<file path="src/rtl/muldiv_unit_pkg.sv">
// Shared op codes and FSM state encoding for the multiply/divide engine.
package muldiv_unit_pkg;

  localparam logic [1:0] MD_MULU = 2'b00;
  localparam logic [1:0] MD_MUL  = 2'b01;
  localparam logic [1:0] MD_DIVU = 2'b10;
  localparam logic [1:0] MD_DIV  = 2'b11;

  typedef enum logic [2:0] {
    ST_IDLE = 3'd0,
    ST_MUL  = 3'd1,
    ST_DIV  = 3'd2,
    ST_FIX  = 3'd3,
    ST_DONE = 3'd4
  } state_t;

  // Bit 0 of the op code marks the signed variants of both mul and div.
  function automatic logic op_is_div(input logic [1:0] op);
    return (op == MD_DIVU) || (op == MD_DIV);
  endfunction

endpackage

</file>
<file path="src/rtl/muldiv_unit_div_iter_step.sv">
// One restoring shift-subtract step: shifts the next dividend bit into the
// partial remainder and subtracts the divisor if it fits.
module div_iter_step #(
  parameter int WIDTH = 32
) (
  input  logic [WIDTH-1:0] rem_in,
  input  logic             dividend_bit,
  input  logic [WIDTH-1:0] divisor,
  output logic [WIDTH-1:0] rem_out,
  output logic             q_bit
);

  logic [WIDTH:0] shifted;
  logic [WIDTH:0] diff;

  // rem_in < divisor, so the WIDTH+1-bit difference sign is exact.
  always_comb begin
    shifted = {rem_in, dividend_bit};
    diff    = shifted - {1'b0, divisor};
    q_bit   = ~diff[WIDTH];
    rem_out = q_bit ? diff[WIDTH-1:0] : shifted[WIDTH-1:0];
  end

endmodule

</file>
<file path="src/rtl/muldiv_unit.sv">
// Multi-cycle multiply/divide engine with start/done handshake and flush.
//   state   | meaning
//   IDLE    | waiting for start
//   MUL     | product moving through the multiply pipeline
//   DIV     | one restoring quotient bit per cycle
//   FIX     | sign correction / divide-by-zero result, result registered
//   DONE    | done pulse, new start accepted
module muldiv_unit
  import muldiv_unit_pkg::*;
#(
  parameter int WIDTH         = 32,
  parameter int MUL_STAGES    = 3,
  parameter int DIV_ZERO_FAST = 1
) (
  input  logic               clk,
  input  logic               rst,
  input  logic               start,
  input  logic [1:0]         op,
  input  logic [WIDTH-1:0]   src_a,
  input  logic [WIDTH-1:0]   src_b,
  input  logic               flush,
  output logic               busy,
  output logic               done,
  output logic [2*WIDTH-1:0] result,
  output logic               div_by_zero
);

  localparam int CNT_W_DIV = $clog2(WIDTH) + 1;
  localparam int CNT_W_MUL = $clog2(MUL_STAGES) + 1;
  localparam int CNT_W     = (CNT_W_DIV > CNT_W_MUL) ? CNT_W_DIV : CNT_W_MUL;
  localparam logic [CNT_W-1:0] DIV_LOAD = CNT_W'(WIDTH - 1);
  localparam logic [CNT_W-1:0] MUL_LOAD = CNT_W'(MUL_STAGES - 1);

  state_t             state_q, state_d;
  logic               accept;
  logic               in_is_div, in_b_zero, in_div_signed;
  logic [WIDTH-1:0]   a_q, b_q, a_raw_q, rem_q, quo_q;
  logic               signed_q, q_neg_q, r_neg_q, dbz_q;
  logic [CNT_W-1:0]   cnt_q;
  logic [WIDTH-1:0]   rem_next;
  logic               q_bit;
  logic [2*WIDTH-1:0] a_ext, b_ext, product, mul_out;
  logic [2*WIDTH-1:0] result_q;
  logic               dbz_out_q;

  assign in_is_div     = op_is_div(op);
  assign in_b_zero     = (src_b == '0);
  assign in_div_signed = (op == MD_DIV);
  assign accept        = start && !flush && ((state_q == ST_IDLE) || (state_q == ST_DONE));

  assign busy        = (state_q == ST_MUL) || (state_q == ST_DIV) || (state_q == ST_FIX);
  assign done        = (state_q == ST_DONE);
  assign result      = result_q;
  assign div_by_zero = dbz_out_q;

  // State register.
  always_ff @(posedge clk) begin
    if (rst) state_q <= ST_IDLE;
    else     state_q <= state_d;
  end

  // Next-state logic; flush overrides every transition.
  always_comb begin
    state_d = state_q;
    case (state_q)
      ST_IDLE, ST_DONE: begin
        state_d = ST_IDLE;
        if (accept) begin
          if (!in_is_div)                             state_d = ST_MUL;
          else if (in_b_zero && (DIV_ZERO_FAST != 0)) state_d = ST_FIX;
          else                                        state_d = ST_DIV;
        end
      end
      ST_MUL:  if (cnt_q == '0) state_d = ST_DONE;
      ST_DIV:  if (cnt_q == '0) state_d = ST_FIX;
      ST_FIX:  state_d = ST_DONE;
      default: state_d = ST_IDLE;
    endcase
    if (flush) state_d = ST_IDLE;
  end

  div_iter_step #(.WIDTH(WIDTH)) u_step (
    .rem_in       (rem_q),
    .dividend_bit (quo_q[WIDTH-1]),
    .divisor      (b_q),
    .rem_out      (rem_next),
    .q_bit        (q_bit)
  );

  // Full-width two's-complement product from the latched operands.
  always_comb begin
    a_ext   = signed_q ? {{WIDTH{a_q[WIDTH-1]}}, a_q} : {{WIDTH{1'b0}}, a_q};
    b_ext   = signed_q ? {{WIDTH{b_q[WIDTH-1]}}, b_q} : {{WIDTH{1'b0}}, b_q};
    product = a_ext * b_ext;
  end

  // The result register is the last of MUL_STAGES product stages.
  if (MUL_STAGES == 1) begin : g_mul_direct
    assign mul_out = product;
  end else begin : g_mul_pipe
    logic [2*WIDTH-1:0] pipe [MUL_STAGES-1];

    // Free-running delay line; only the tap at the right cycle is used.
    always_ff @(posedge clk) begin
      if (rst) begin
        for (int i = 0; i < MUL_STAGES - 1; i++) pipe[i] <= '0;
      end else begin
        pipe[0] <= product;
        for (int i = 1; i < MUL_STAGES - 1; i++) pipe[i] <= pipe[i-1];
      end
    end

    assign mul_out = pipe[MUL_STAGES-2];
  end

  // Operand capture, iteration, sign fix-up and result registration.
  always_ff @(posedge clk) begin
    if (rst) begin
      a_q       <= '0;
      b_q       <= '0;
      a_raw_q   <= '0;
      rem_q     <= '0;
      quo_q     <= '0;
      signed_q  <= 1'b0;
      q_neg_q   <= 1'b0;
      r_neg_q   <= 1'b0;
      dbz_q     <= 1'b0;
      cnt_q     <= '0;
      result_q  <= '0;
      dbz_out_q <= 1'b0;
    end else if (!flush) begin
      if (accept) begin
        a_q      <= (in_div_signed && src_a[WIDTH-1]) ? -src_a : src_a;
        b_q      <= (in_div_signed && src_b[WIDTH-1]) ? -src_b : src_b;
        quo_q    <= (in_div_signed && src_a[WIDTH-1]) ? -src_a : src_a;
        rem_q    <= '0;
        a_raw_q  <= src_a;
        signed_q <= op[0];
        q_neg_q  <= in_div_signed && (src_a[WIDTH-1] ^ src_b[WIDTH-1]);
        r_neg_q  <= in_div_signed && src_a[WIDTH-1];
        dbz_q    <= in_is_div && in_b_zero;
        cnt_q    <= in_is_div ? DIV_LOAD : MUL_LOAD;
      end else begin
        case (state_q)
          ST_MUL: begin
            if (cnt_q != '0) begin
              cnt_q <= cnt_q - CNT_W'(1);
            end else begin
              result_q  <= mul_out;
              dbz_out_q <= 1'b0;
            end
          end
          ST_DIV: begin
            rem_q <= rem_next;
            quo_q <= {quo_q[WIDTH-2:0], q_bit};
            if (cnt_q != '0) cnt_q <= cnt_q - CNT_W'(1);
          end
          ST_FIX: begin
            dbz_out_q <= dbz_q;
            if (dbz_q) result_q <= {a_raw_q, {WIDTH{1'b1}}};
            else       result_q <= {(r_neg_q ? -rem_q : rem_q), (q_neg_q ? -quo_q : quo_q)};
          end
          default: ;
        endcase
      end
    end
  end

endmodule

</file>
<file path="config.mk">
export PLATFORM = sky130hd
export DESIGN_NAME = muldiv_unit
export DESIGN_NICKNAME = d
export VERILOG_FILES = /design/src/rtl/muldiv_unit_pkg.sv /design/src/rtl/muldiv_unit_div_iter_step.sv /design/src/rtl/muldiv_unit.sv
export SDC_FILE = /design/constraint.sdc
export NUM_CORES = 2
export LEC_CHECK = 0
export BUFFER_PORTS_ARGS = -buffer_cell sky130_fd_sc_hd__buf_4
export CAP_MARGIN = 30
export CORE_MARGIN = 2
export CORE_UTILIZATION = 55
export DETAILED_ROUTE_END_ITERATION = 10
export HOLD_SLACK_MARGIN = 0.1
export PLACE_DENSITY = 0.8
export SYNTH_ARGS = -nofsm -noshare
export SYNTH_HDL_FRONTEND = slang
export SYNTH_SLANG_ARGS = --single-unit
</file>
<file path="constraint.sdc">
create_clock -name clk -period 15.8 [get_ports clk]
set_input_delay 3.16 -clock clk [delete_from_list [all_inputs] [get_ports clk]]
set_output_delay 3.16 -clock clk [all_outputs]
set_load 0.05 [all_outputs]
</file>
Word-level counts from Yosys, hierarchy flattened
Memory sizes are Yosys's and may differ from the RTL's.
Cells that the tools add are included.
- input port bits: 70
- logic and storage cells: 94
- output and inout port bits: 67
- bits in writable memories: 128
- register bits: 238
- memories kept: 1
- reduce and logical (&&, ||, !) cells: 27
- bitwise operators: 6
- equal/unequal tests: 9
- multiplexer cells: 31
- add/sub/neg operators: 6
- multiply operators: 1
- memories (name ; words ; width ; rd ports ; clocked after Yosys merged registers in ; write ports ; line ; text):
    g_mul_pipe.pipe ; 2 ; 64 ; 2 ; 0 ; 2 ; muldiv_unit.sv:101 ; logic [2*WIDTH-1:0] pipe [MUL_STAGES-1];
- operator list (operator ; count):
    two-way mux 64 bit ; 6
    two-way mux 32 bit ; 9
    negation 32 bit ; 4
    one-hot mux 64 bit (2 select lines) ; 1
    multiplier 64 x 64 -> 64 bit ; 1
    subtractor 33 x 32 -> 33 bit ; 1
    zero test 32 bit ; 1
    two-way mux 6 bit ; 3
    one-hot mux 3 bit (4 select lines) ; 1
    nonzero test 2 bit ; 4
    == test 3 x 2 -> 1 bit (second input constant) ; 2
    logical AND 1 bit ; 6
    zero test 6 bit ; 1
    two-way mux 3 bit ; 2
    AND reduction 2 bit ; 3
    nonzero test 6 bit ; 1
    OR reduction 2 bit ; 3
    subtractor 6 x 1 -> 6 bit (second input constant) ; 1
    two-way mux 1 bit ; 5
    two-way mux 5 bit ; 1
    == test 2 bit (second input constant) ; 2
    logical OR 1 bit ; 4
    two-way mux 2 bit ; 2
    inequality test 2 x 1 -> 1 bit (second input constant) ; 2
    other kinds (11) ; 14

Logic depth before layout (Yosys ltp)
- depth after elaboration: 5
- gate-level depth with buffers: 37
- gate-level depth less buffers: 35

Hierarchy
From an unflattened synthesis, not the netlist that was laid out.
- cells, all modules: 7145
- area total of the unflattened synthesis: 65277.6 um2
- by module, submodules not included (module ; cells each ; area each (um2) ; times used):
    muldiv_unit ; 6840 ; 62919.1 ; 1
    div_iter_step ; 305 ; 2358.5 ; 1

Least setup slack after synthesis
No wires, ideal clock.
- path type: flip-flop to flip-flop
- start: register signed_q
- end: memory g_mul_pipe.pipe[0][61] (netlist bit)
- clock period less this slack: 8.987 ns
- cell stages (with the launch flop): 30
- data arrival time: 8.859 ns
- slack: 6.813 ns
- cell sequence: dfxtp_1 and2_1 clkbuf_1 clkbuf_1 nand2_1 fa_1 inv_1 fa_1 fa_1 fa_1 fa_1 fa_1 fa_1 fa_1 fa_1 inv_1 fa_1 inv_1 ha_1 clkbuf_1 a21o_1 a21o_1 a211o_1 a21o_1 a21boi_0 o21ai_0 a21o_1 a211oi_1 xor2_1 nor2_1
- RTL lines (element ; line ; text):
    from (decl) ; muldiv_unit.sv:38 ; logic signed_q, q_neg_q, r_neg_q, dbz_q;
    from (signal assigned) ; muldiv_unit.sv:138 ; signed_q <= op[0];
    to (decl) ; muldiv_unit.sv:101 ;

==> impl_results.md <==
* Synthesized net count at 8854
* Final-report setup violation count at 0
* CTS tree: built
* Slew HR at 25.72%
* Post-layout min period at 9976 ps
* Design Power at 3.632 mW
* Synth Register Bits at 365
* Worst slew pin tran at 1107 ps
* Clock root cell: clkbuf_16
* Core area at 115900 µm²
* IO Pins at 137
* Top FF cell, synth: dfxtp_1
* Slew Limit Fails at 0
* Avg Vias per Cell at 5.722
* CP peak stage delay at 590 ps
* Largest area contributor in the netlist: fa_1
* Final Non-Filler Cells at 8454
* Die X at 345.5 µm
* Area delta synth->final at 5.682%
* Worst Setup End Kind: flop
* Largest fanout on the critical path at 26
* Placement Cell Area at 66450 µm²
* Final hold violations at 0
* Sequential area share after synthesis at 11.39%
* Post-cts sizing count at 0
* Pwr Density at 53.58 nW/µm²
* Mapped Area at 64140 µm²
* Seq. cell area at 7318 µm²
* Pre-antenna DRT Iters at 8
* Post-CTS Setup Repair Bufs at 0
* Post-DP HPWL at 151400 µm
* Post-synthesis async set-or-reset flop share at 0%
* Syn_area_per_cell at 9.143 µm²
* Largest net degree at the start of global routing at 160
* WHS at 424.3 ps
* Routed via count at 48370
* Sink Count at 365
* Initial core utilization at 55.34%
* RSZ-0062 raised after global routing: no
* Final Cycle Share at 63.14%
* Initial antenna violation count at 8
* Routed wire length at 190600 µm
* Maximum vdd drop at 0.07619 mV
* Setup ws final at 5824 ps
* Die area at 119400 µm²
* Clock-pin transition on the worst setup and hold timing paths at 60 ps
* Later-pin clock latency in the skew report at 550 ps
* Drt drc at 0
* Sum Neg Setup Slack at 0 ps
* Post-CTS Hold Buffers at 0
* Post-route ant nets at 0
* Fmax at 0.1002 GHz
* Yosys cell types at 76
* Fillcell total at 9776
* Layout cells sized above 1 at 4.807%
* Synth top area cells: fa_1 (44%), dfxtp_1 (11%), inv_1 (9.2%)
* Final instance area at 67790 µm²
* WL/cell at 22.55 µm
* Starting DRT DRC Count at 4640
* Cells after DPL at 8389
* Multi-input gate area at 49570 µm²
* I/O Buffers at 136
* H-Tree Depth at 2
* Post-layout util at 58.49%
* Global route total overflow at 0
* Crit path launch type: flop
* Worst hold path class: reg -> reg
* Die Ht at 345.5 µm
* Status: finished clean
* Post-synth EDFFs at 0
* Slowest CP cell: fa_1
* Tot GR Track Use at 32.49%
* Max-cap violations at 0
* # rows at 125
* Yosys top cell area share at 44.20%
* Worst Path Required at 16180 ps
* Clock Path Buffers at 3
* Crit Path Class: reg -> reg
* Critical Path AT at 10360 ps
* Crit path top cell by count: fa_1
* Vias in the first global route at 51590
* NumNets Final at 8746
* Pre-CTS WS at 5855 ps
* Leakage at 33.54 nW
* Synth Warn # at 0
* Synthesized instance count at 7015
* Clock Skew at 29.55 ps
* GPL Wtd Cong at 1.056
* CTS Buf Count at 36
* First-pass GRT wire length at 298000 µm
layer usage:
| metal | routed length, µm | GRT usage [%] | up-vias |
|---|---|---|---|
| li1 | - | - | 20770 |
| met1 | 74410 | 42.93 | 24450 |
| met2 | 85020 | 51.26 | 2655 |
| met3 | 21860 | 8.315 | 502 |
| met4 | 9328 | 13.23 | 2 |
| met5 | 9 | 0 | - |
sequential cells by signal (all words and copies together) (netlist names), 3 cells and up:
name             flops
g_mul_pipe.pipe    128
result              64
a_q                 32
b_q                 32
quo_q               32
rem_q               32
a_raw_q             31
cnt_q                6
state_q              3
cell families after synthesis:
kind of cell	share of synthesized area [%]
and+or+nand+nor	14.40
xor gates and xnor gates	3.782
DFF	11.39
buffers and inverters	11.40
AOI/OAI and AO/OA	7.659
adders and majority gates	51.11
muxes	0.2516
worst max-delay path: cells and delay by family, from the launching register on:
family	cells	cell delay (ps)
xor gates and xnor gates	1	150
buffers and inverters	10	1500
adders and majority gates	11	5380
AOI/OAI and AO/OA	4	970
DFF	1	320
and+or+nand+nor	6	1470
worst paths after layout:
kind                          start                      end  slack, ps  cells past startpoint
max                        signed_q   g_mul_pipe.pipe[0][62]       5820                     32
min          g_mul_pipe.pipe[0][57]  g_mul_pipe.pipe[0][121]        420                      1
max reg2reg                signed_q   g_mul_pipe.pipe[0][62]       5820                     32
min reg2reg  g_mul_pipe.pipe[0][57]  g_mul_pipe.pipe[0][121]        420                      1
power by group:
group	switching, mW	internal [mW]
clock network	0.393	0.525
logic	1.04	0.601
registers	0.0606	1.01
total	1.50	2.14
cell usage after synthesis (62+ instances only):
| cell type | instances |
|---|---|
| inv_1 | 1569 |
| fa_1 | 1416 |
| nand2_1 | 760 |
| and2_1 | 567 |
| dfxtp_1 | 365 |
| clkbuf_1 | 361 |
| ha_1 | 353 |
| nor2_1 | 275 |
| a21oi_1 | 247 |
| xnor2_1 | 181 |
| o21ai_0 | 116 |
| xor2_1 | 96 |
| a211oi_1 | 84 |
| nor2b_1 | 75 |
| a21o_1 | 69 |
| nor3_1 | 62 |
cells in the final DEF, fill, tap and decap left out, types with 69 or more instances in the layout:
cell type	count
xor2_1	96
dfxtp_1	356
nor2b_1	75
inv_1	1569
nand2_1	759
and2_1	567
xnor2_1	181
a211oi_1	84
a21o_1	69
nor2_1	273
a21oi_1	247
o21ai_0	116
fa_1	1416
buf_4	223
ha_1	353
cell type report:
type	count	share of cell area, %
multi-input cells	4702	73.12
flip-flops and latches	365	10.80
inverters	1570	8.694
well taps	1524	2.813
repair buffers	232	2.761
clock buffers	44	1.495
clock inverters	15	0.3101
diodes	2	0.007383
(Power assumes the default switching activity.)
